<file path="src/rtl/idiv53_seq.sv">
// Radix-2 restoring divider: Q = floor(A * 2^52 / B) over 105 quotient bits,
// one bit per clock, with leading-zero count, exact-remainder and divide-by-zero flags.
module idiv53_seq (
    input  logic          i_clk,
    input  logic          i_nrst,
    input  logic          i_ena,
    input  logic [52:0]   i_divident,
    input  logic [52:0]   i_divisor,
    output logic [104:0]  o_result,
    output logic [6:0]    o_lshift,
    output logic          o_rdy,
    output logic          o_overflow,
    output logic          o_zero_resid
);

    localparam int unsigned OP_W  = 53;
    localparam int unsigned Q_W   = 105;
    localparam int unsigned R_W   = 54;
    localparam int unsigned CNT_W = 7;

    typedef enum logic [1:0] {
        ST_IDLE  = 2'd0,
        ST_ITER  = 2'd1,
        ST_FINAL = 2'd2
    } state_e;

    state_e             state_q, state_d;
    logic [CNT_W-1:0]   cnt_q, cnt_d;
    logic [OP_W-1:0]    a_q, a_d;
    logic [OP_W-1:0]    b_q, b_d;
    logic [Q_W-1:0]     q_q, q_d;
    logic [R_W-1:0]     rem_q, rem_d;
    logic [Q_W-1:0]     res_q, res_d;
    logic [CNT_W-1:0]   lsh_q, lsh_d;
    logic               rdy_q, rdy_d;
    logic               ovf_q, ovf_d;
    logic               zr_q, zr_d;
    logic [R_W-1:0]     trial;
    logic [R_W-1:0]     diff;

    // Leading zeros of the 105-bit quotient; 105 when it is all zero.
    function automatic logic [CNT_W-1:0] lzc105(input logic [Q_W-1:0] v);
        logic [CNT_W-1:0] n;
        n = CNT_W'(Q_W);
        for (int i = 0; i < int'(Q_W); i++) begin
            if (v[i]) n = CNT_W'(int'(Q_W) - 1 - i);
        end
        return n;
    endfunction

    // State and result registers.
    always_ff @(posedge i_clk or negedge i_nrst) begin
        if (!i_nrst) begin
            state_q <= ST_IDLE;
            cnt_q   <= '0;
            a_q     <= '0;
            b_q     <= '0;
            q_q     <= '0;
            rem_q   <= '0;
            res_q   <= '0;
            lsh_q   <= '0;
            rdy_q   <= 1'b0;
            ovf_q   <= 1'b0;
            zr_q    <= 1'b0;
        end else begin
            state_q <= state_d;
            cnt_q   <= cnt_d;
            a_q     <= a_d;
            b_q     <= b_d;
            q_q     <= q_d;
            rem_q   <= rem_d;
            res_q   <= res_d;
            lsh_q   <= lsh_d;
            rdy_q   <= rdy_d;
            ovf_q   <= ovf_d;
            zr_q    <= zr_d;
        end
    end

    // Next-state logic; the dividend is consumed MSB first from a left-shifting copy of A,
    // whose zero fill supplies the 52 appended low bits of {A, 52'b0}.
    always_comb begin
        state_d = state_q;
        cnt_d   = cnt_q;
        a_d     = a_q;
        b_d     = b_q;
        q_d     = q_q;
        rem_d   = rem_q;
        res_d   = res_q;
        lsh_d   = lsh_q;
        rdy_d   = 1'b0;
        ovf_d   = ovf_q;
        zr_d    = zr_q;
        trial   = {rem_q[OP_W-1:0], a_q[OP_W-1]};
        diff    = trial - {1'b0, b_q};

        case (state_q)
            ST_IDLE: begin
                if (i_ena) begin
                    a_d     = i_divident;
                    b_d     = i_divisor;
                    q_d     = '0;
                    rem_d   = '0;
                    cnt_d   = CNT_W'(Q_W - 1);
                    state_d = ST_ITER;
                end
            end
            ST_ITER: begin
                a_d = {a_q[OP_W-2:0], 1'b0};
                if (trial >= {1'b0, b_q}) begin
                    q_d   = {q_q[Q_W-2:0], 1'b1};
                    rem_d = diff;
                end else begin
                    q_d   = {q_q[Q_W-2:0], 1'b0};
                    rem_d = trial;
                end
                cnt_d = cnt_q - CNT_W'(1);
                if (cnt_q == '0) state_d = ST_FINAL;
            end
            ST_FINAL: begin
                if (b_q == '0) begin
                    res_d = '1;
                    lsh_d = '0;
                    zr_d  = 1'b0;
                    ovf_d = 1'b1;
                end else begin
                    res_d = q_q;
                    lsh_d = lzc105(q_q);
                    zr_d  = (rem_q == '0);
                    ovf_d = 1'b0;
                end
                rdy_d   = 1'b1;
                state_d = ST_IDLE;
            end
            default: state_d = ST_IDLE;
        endcase
    end

    assign o_result     = res_q;
    assign o_lshift     = lsh_q;
    assign o_rdy        = rdy_q;
    assign o_overflow   = ovf_q;
    assign o_zero_resid = zr_q;

endmodule

</file>
<file path="config.mk">
export PLATFORM = sky130hd
export DESIGN_NAME = idiv53_seq
export DESIGN_NICKNAME = d
export VERILOG_FILES = /design/src/rtl/idiv53_seq.sv
export SDC_FILE = /design/constraint.sdc
export NUM_CORES = 1
export LEC_CHECK = 0
export ABC_AREA = 1
export CAP_MARGIN = 40
export CORE_UTILIZATION = 46
export CTS_CLUSTER_SIZE = 14
export DETAILED_ROUTE_END_ITERATION = 8
export GPL_TIMING_DRIVEN = 1
export PLACE_DENSITY = 0.75
export SYNTH_ARGS = -nofsm -noshare
export SYNTH_HDL_FRONTEND = slang
export SYNTH_SLANG_ARGS = --single-unit
</file>
<file path="constraint.sdc">
create_clock -name i_clk -period 6.58 [get_ports i_clk]
set_clock_uncertainty 0.15 [all_clocks]
set_input_delay 1.316 -clock i_clk [delete_from_list [all_inputs] [get_ports i_clk]]
set_output_delay 1.316 -clock i_clk [all_outputs]
set_load 0.05 [all_outputs]
</file>
==> metrics.txt, run 1 <==
CTS max path bufs 3; Starting Density 46.7%; worst-margin pin slew 1.10 ns; clk root buf clkbuf_16; Area Overhead vs Synth 22.1%; H-tree depth 2; Final setup viols 0; WL/cell 16.1 um; status finished clean; yosys warns 0; vias per std cell 5.45; Worst path max stage delay 0.44 ns; total number of vias 16500; Pins Over Slew Limit 0; vias in the first global route 16400; overall routing resource usage 22.7%; hold_sp cnt_q[6]$_DFFE_PN0P_; crit share post-route 91.6%; crit path max fanout 5; RSZ-0062 raised after global routing yes; Final Net Count 2612; Achievable Freq 166 MHz; die area 43400 um2; synthesis-stage register bit count 389; PortBufs 223; area leader, netlist dfrtp_1; clock tree sinks 389; Worst setup EP type register; drt pass-1 iters 6; # rows 75; CP max stage cell dfrtp_2; DRT iter0 DRCs 1329; Worst EP arrival 6.28 ns; ys flop type dfrtp_1; global-route wire length before repair 82000 um; layout cells sized above 1 7.94%; most frequent cells in the layout nand2_1, dfrtp_1, clkdlybuf4s50_1; max cap viols 0; GR Overflow Total 0; Seq/Total Area, Yosys 49.7%; startpoint types register; setup TNS 0 ns; Max VDD drop 0.000164 V; area share of the largest cell type after synthesis 49.7%; CP dominant cell by count a21oi_1; crit path kind reg -> reg; post-synthesis cell type count 47; Critical Path Start rem_q[1]$_DFFE_PN0P_; fill count 3728; Diodes inserted 0; initial antenna violation count 2; Tmin final 6.03 ns; CTS Buf Count 42; cell area after synthesis 19600 um2; WL final 48600 um; fraction of registers with async set/reset 100%; Worst Path Required 6.84 ns; pin count of the biggest net entering global routing 178; Final ANT Viol Nets 0; hold crit path type reg -> reg; Post-synth EDFFs 0; reg-to-reg startpoint rem_q[1]$_DFFE_PN0P_; commonest non-fill, non-tap cell in the layout nand2_1; Mapped Cells 2274; Die Height 208 um; Clk Latency, worst-skew pair 0.56 ns; ranking of synthesized cells by area dfrtp_1, nand2_1, o21ai_0; clock-pin slew on the worst setup and hold paths 0.07 ns; Leakage Power 11.2 nW; residual DRC count 0; io pins 224; Syn Area/Cell 8.61 um2; Slew HR 26.6%; total power divided by cell area 209 nW/um2; routability cong. 0.908; overall die width 208 um; Core Region 41900 um2; CTS tree built; WHS 0.320 ns; final HPWL from detailed placement 33300 um; final hold vios 0; post-synth net total 2439
## worst max-delay path, delay by kind of cell (launching register included)
family,cells,cell delay [ns]
compound gates,24,3.38
xor+xnor,1,0.18
fa+ha+maj,1,0.31
buf+inv,1,0.06
flops,1,0.44
simple gates,14,1.37
## power by group
part | switching [mW] | internal [mW] | leakage [nW]
Clock | 0.969 | 1.52 | 0.749
Sequential | 0 | 2.39 | 4.74
Combinational | 0.0561 | 0.0582 | 5.73
Total | 1.03 | 3.97 | 11.2
## through the flow
step	utilization [%]	setup WS [ns]	total power [mW]	area (um2)	instances
finish	57.0	0.555	5.00	23900	3020
CTS	56.8	0.317	5.06	23800	3016
global route	57.0	-0.324	5.16	23900	3020
detailed placement	53.2	0.330	2.55	22300	2938
floorplan	-	1.13	2.44	19600	2274
global placement	52.9	0.557	2.55	22200	2933
## state kept, by name, indices dropped and copies added (netlist names)
register,cells
o_result,105
q_q,105
rem_q,54
a_q,53
b_q,53
cnt_q,7
o_lshift,7
state_q,2
o_overflow,1
o_rdy,1
o_zero_resid,1
## routing by layer
layer	vias to the layer above	share of wire, %	wire, um	track usage [%]
met1	7845	46	22200	31.7
met5	-	0.049	24	0
met2	519	45	22000	36.0
met3	85	6.5	3180	3.94
li1	8012	-	-	-
met4	4	2.5	1220	7.41
## cell type report
type                    count  area, um2  share of cell area (%)
clock buffers              66       1340                    5.61
clock inverters            12        158                   0.659
inverters                 267       1480                    6.18
multi-input cells        1502       7990                    33.4
flip-flops and latches    389       9740                    40.7
well taps                 539        674                    2.82
repair buffers            245       2530                    10.6
## cell usage after synthesis, drive strengths merged (18+ instances only)
master  number
dfrtp      389
o21ai      233
bufinv      34
a22oi       25
o211ai      86
nand4       21
ha          55
nor2       132
nand3       74
xnor2       20
xor2        31
nand2      533
clkbuf      98
a21oi      108
buf         18
nor4        23
inv        227
o22ai      106
## kinds of logic (layout without fill, tap and decap cells)
| group | after synthesis | in the layout | share of synthesized area (%) |
|---|---|---|---|
| AO/OA/AOI/OAI | 600 | 600 | 18.2 |
| buffers and inverters | 383 | 590 | 9.83 |
| XOR/XNOR | 51 | 51 | 2.28 |
| adder cells (fa/ha/maj) | 56 | 56 | 3.62 |
| flip-flops | 389 | 389 | 49.7 |
| AND/OR/NAND/NOR | 795 | 795 | 16.4 |
## final timing paths
path	endpoint	slack [ns]	depth (start not counted)
max in group asynchronous	o_result[33]$_DFFE_PN0P_	4.17	2
hold / removal	cnt_q[6]$_DFFE_PN0P_	0.32	1
setup reg to reg	rem_q[53]$_DFFE_PN0P_	0.55	41
min in group asynchronous	b_q[36]$_DFFE_PN0P_	0.58	1
setup / recovery	rem_q[53]$_DFFE_PN0P_	0.55	41
hold reg to reg	cnt_q[6]$_DFFE_PN0P_	0.32	1
## timing repair
item,CTS,global route
resized for setup,0,6
hold buffers,0,0
setup buffers,0,3
setup endpoints to repair,0,4
Note: power is estimated with default switching activity, not from simulation.
==> run 2: changes to the inputs <==
CORE_UTILIZATION = 45   (was 46)
CTS_CLUSTER_DIAMETER = 30   (was not set)
MAX_ROUTING_LAYER = met4   (was not set)
PLACE_DENSITY = 0.74   (was 0.75)
==> run 2 against run 1 <==
Net effect:
- worst setup slack got worse by 0.11 ns
- non-clock buffer count increased by 1
- sequential power about the same
- fmax decreased by 1.7%
- critical path depth increased by 1
- routed wire length increased by 5.4%
- critical endpoint unchanged
- largest power group unchanged
==> metrics.txt, run 2 (same netlist as run 1, synthesis figures left out) <==
Leakage Power 12.0 nW; PortBufs 223; sw frac 20.7%; Max VDD drop 0.000169 V; initial antenna violation count 0; flop-to-flop setup slack 0.45 ns; max cap viols 0; reg-to-reg startpoint b_q[2]$_DFFE_PN0P_; clock tree sinks 389; crit share post-route 93.2%; CTS Buf Count 87; Slew HR 28.7%; Top Layer Used met4; H-tree depth 3; hold crit path type reg -> reg; Critical Path Start b_q[2]$_DFFE_PN0P_; Post-Place Setup Slack 0.337 ns; status finished clean; io pins 224; Area Overhead vs Synth 31.0%; Worst path max stage delay 0.34 ns; layout cells sized above 1 11.0%; Pins Over Slew Limit 0; area taken by multi-input logic gates 8000 um2; Diodes inserted 0; Worst EP arrival 6.42 ns; Clk Latency, worst-skew pair 0.60 ns; most frequent cells in the layout nand2_1, dfrtp_1, clkdlybuf4s50_1; met3 wire len 3320 um; startpoint types register; vias per std cell 5.37; fill count 3689; Core Region 43000 um2; fin worst setup slack 0.448 ns; worst hold stages 1; # rows 76; CTS max path bufs 3; GR Overflow Total 0; final HPWL from detailed placement 33400 um; Die Height 211 um; WHS 0.314 ns; global-route wire length before repair 84800 um; drt pass-1 iters 7; vias in the first global route 17000; WL final 51300 um; WL/cell 16.3 um; FF+latch area 9740 um2; overall die width 211 um; crit path kind reg -> reg; die area 44400 um2; Gate power share 1.6%; Worst setup EP type register; Final setup viols 0; overall routing resource usage 24.2%; internal power 5.61 mW; clk root buf clkbuf_16; commonest non-fill, non-tap cell in the layout nand2_1; residual DRC count 0; hold_sp cnt_q[6]$_DFFE_PN0P_; pin count of the biggest net entering global routing 138; Sequential Power Share 33.9%; final hold vios 0; met2 WL post-DR 24000 um; RSZ-0062 raised after global routing yes; Finished Core Util 59.7%; worst-margin pin slew 1.07 ns; Achievable Freq 163 MHz; Sw Pwr 1.46 mW; routability cong. 0.935; Metal-1 WL 22400 um; total number of vias 16900; worst setup path endpoint rem_q[53]$_DFFE_PN0P_; placed insts 2985; CP dominant cell by count a21oi_1; total power divided by cell area 276 nW/um2; worst reg2reg endpoint rem_q[53]$_DFFE_PN0P_; crit path max fanout 5; Clock Power Share 64.4%; Worst Path Required 6.87 ns; clock-pin slew on the worst setup and hold paths 0.05 ns; Post-Layout Inst Area 25600 um2; CP max stage cell dfrtp_1; CTS tree built; placed inst area 22400 um2; post-route insts no fill 3152; R2R cell count 42; DRT iter0 DRCs 1225; Starting Density 45.6%; Tmin final 6.13 ns; Final Net Count 2658; Final ANT Viol Nets 0
run 2: cell count changes in the layout (fill, tap and decap cells not counted), sizes merged:
cell      previous run  this run
clkbuf              66       113
clkinv              15        34
bufinv              37        47
clkinvlp             0         5
inv                227       231
buf                 22        23
run 2: routing by layer:
layer	GRT usage (%)	vias up
met5	-	-
met1	31.0	8111
met3	4.99	113
met4	10.1	0
li1	-	8161
met2	37.5	534
run 2: through the flow:
step,TNS [ns],power [mW]
floorplan,0,2.44
global placement,0,2.55
detailed placement,0,2.56
CTS,0,7.14
global route,-0.657,7.29
finish,0,7.07
run 2: worst min path at each step:
stage / to / slack [ns]
global placement: cnt_q[6]$_DFFE_PN0P_ / 0.30
floorplan: cnt_q[6]$_DFFE_PN0P_ / 0.29
CTS: cnt_q[6]$_DFFE_PN0P_ / 0.32
detailed placement: cnt_q[6]$_DFFE_PN0P_ / 0.31
finish: cnt_q[6]$_DFFE_PN0P_ / 0.31
global route: o_overflow$_DFFE_PN0P_ / 0.34
run 2: final cells by class:
class,instances,share of cell area (%)
clock buffer,113,9.61
multi-input combinational,1502,31.2
timing repair buffer,246,9.90
sequential,389,38.0
inverter,267,5.76
tap,585,2.85
clock inverter,50,2.74
run 2: worst max-delay path: cells and delay by family, from the launching register on:
family | cells | cell delay [ns]
AO/OA/AOI/OAI | 24 | 3.37
AND/OR/NAND/NOR | 14 | 1.45
flip-flops | 1 | 0.34
adder cells (fa/ha/maj) | 1 | 0.31
XOR/XNOR | 1 | 0.17
buffers and inverters | 2 | 0.16
run 2: repair_timing:
action	in CTS	in global routing
resized for setup	0	6
endpoints found under the setup margin	0	5
hold buffers	0	0
setup buffers	0	4
run 2: power by group through the flow:
stage                     registers [mW]  clock network, mW   logic, mW
after floorplan                     2.44                  0  0.00000388
after global placement              2.44                  0       0.118
after detailed placement            2.44                  0       0.120
after CTS                           2.40               4.62       0.120
after global routing                2.40               4.76       0.129
final                               2.40               4.56       0.116
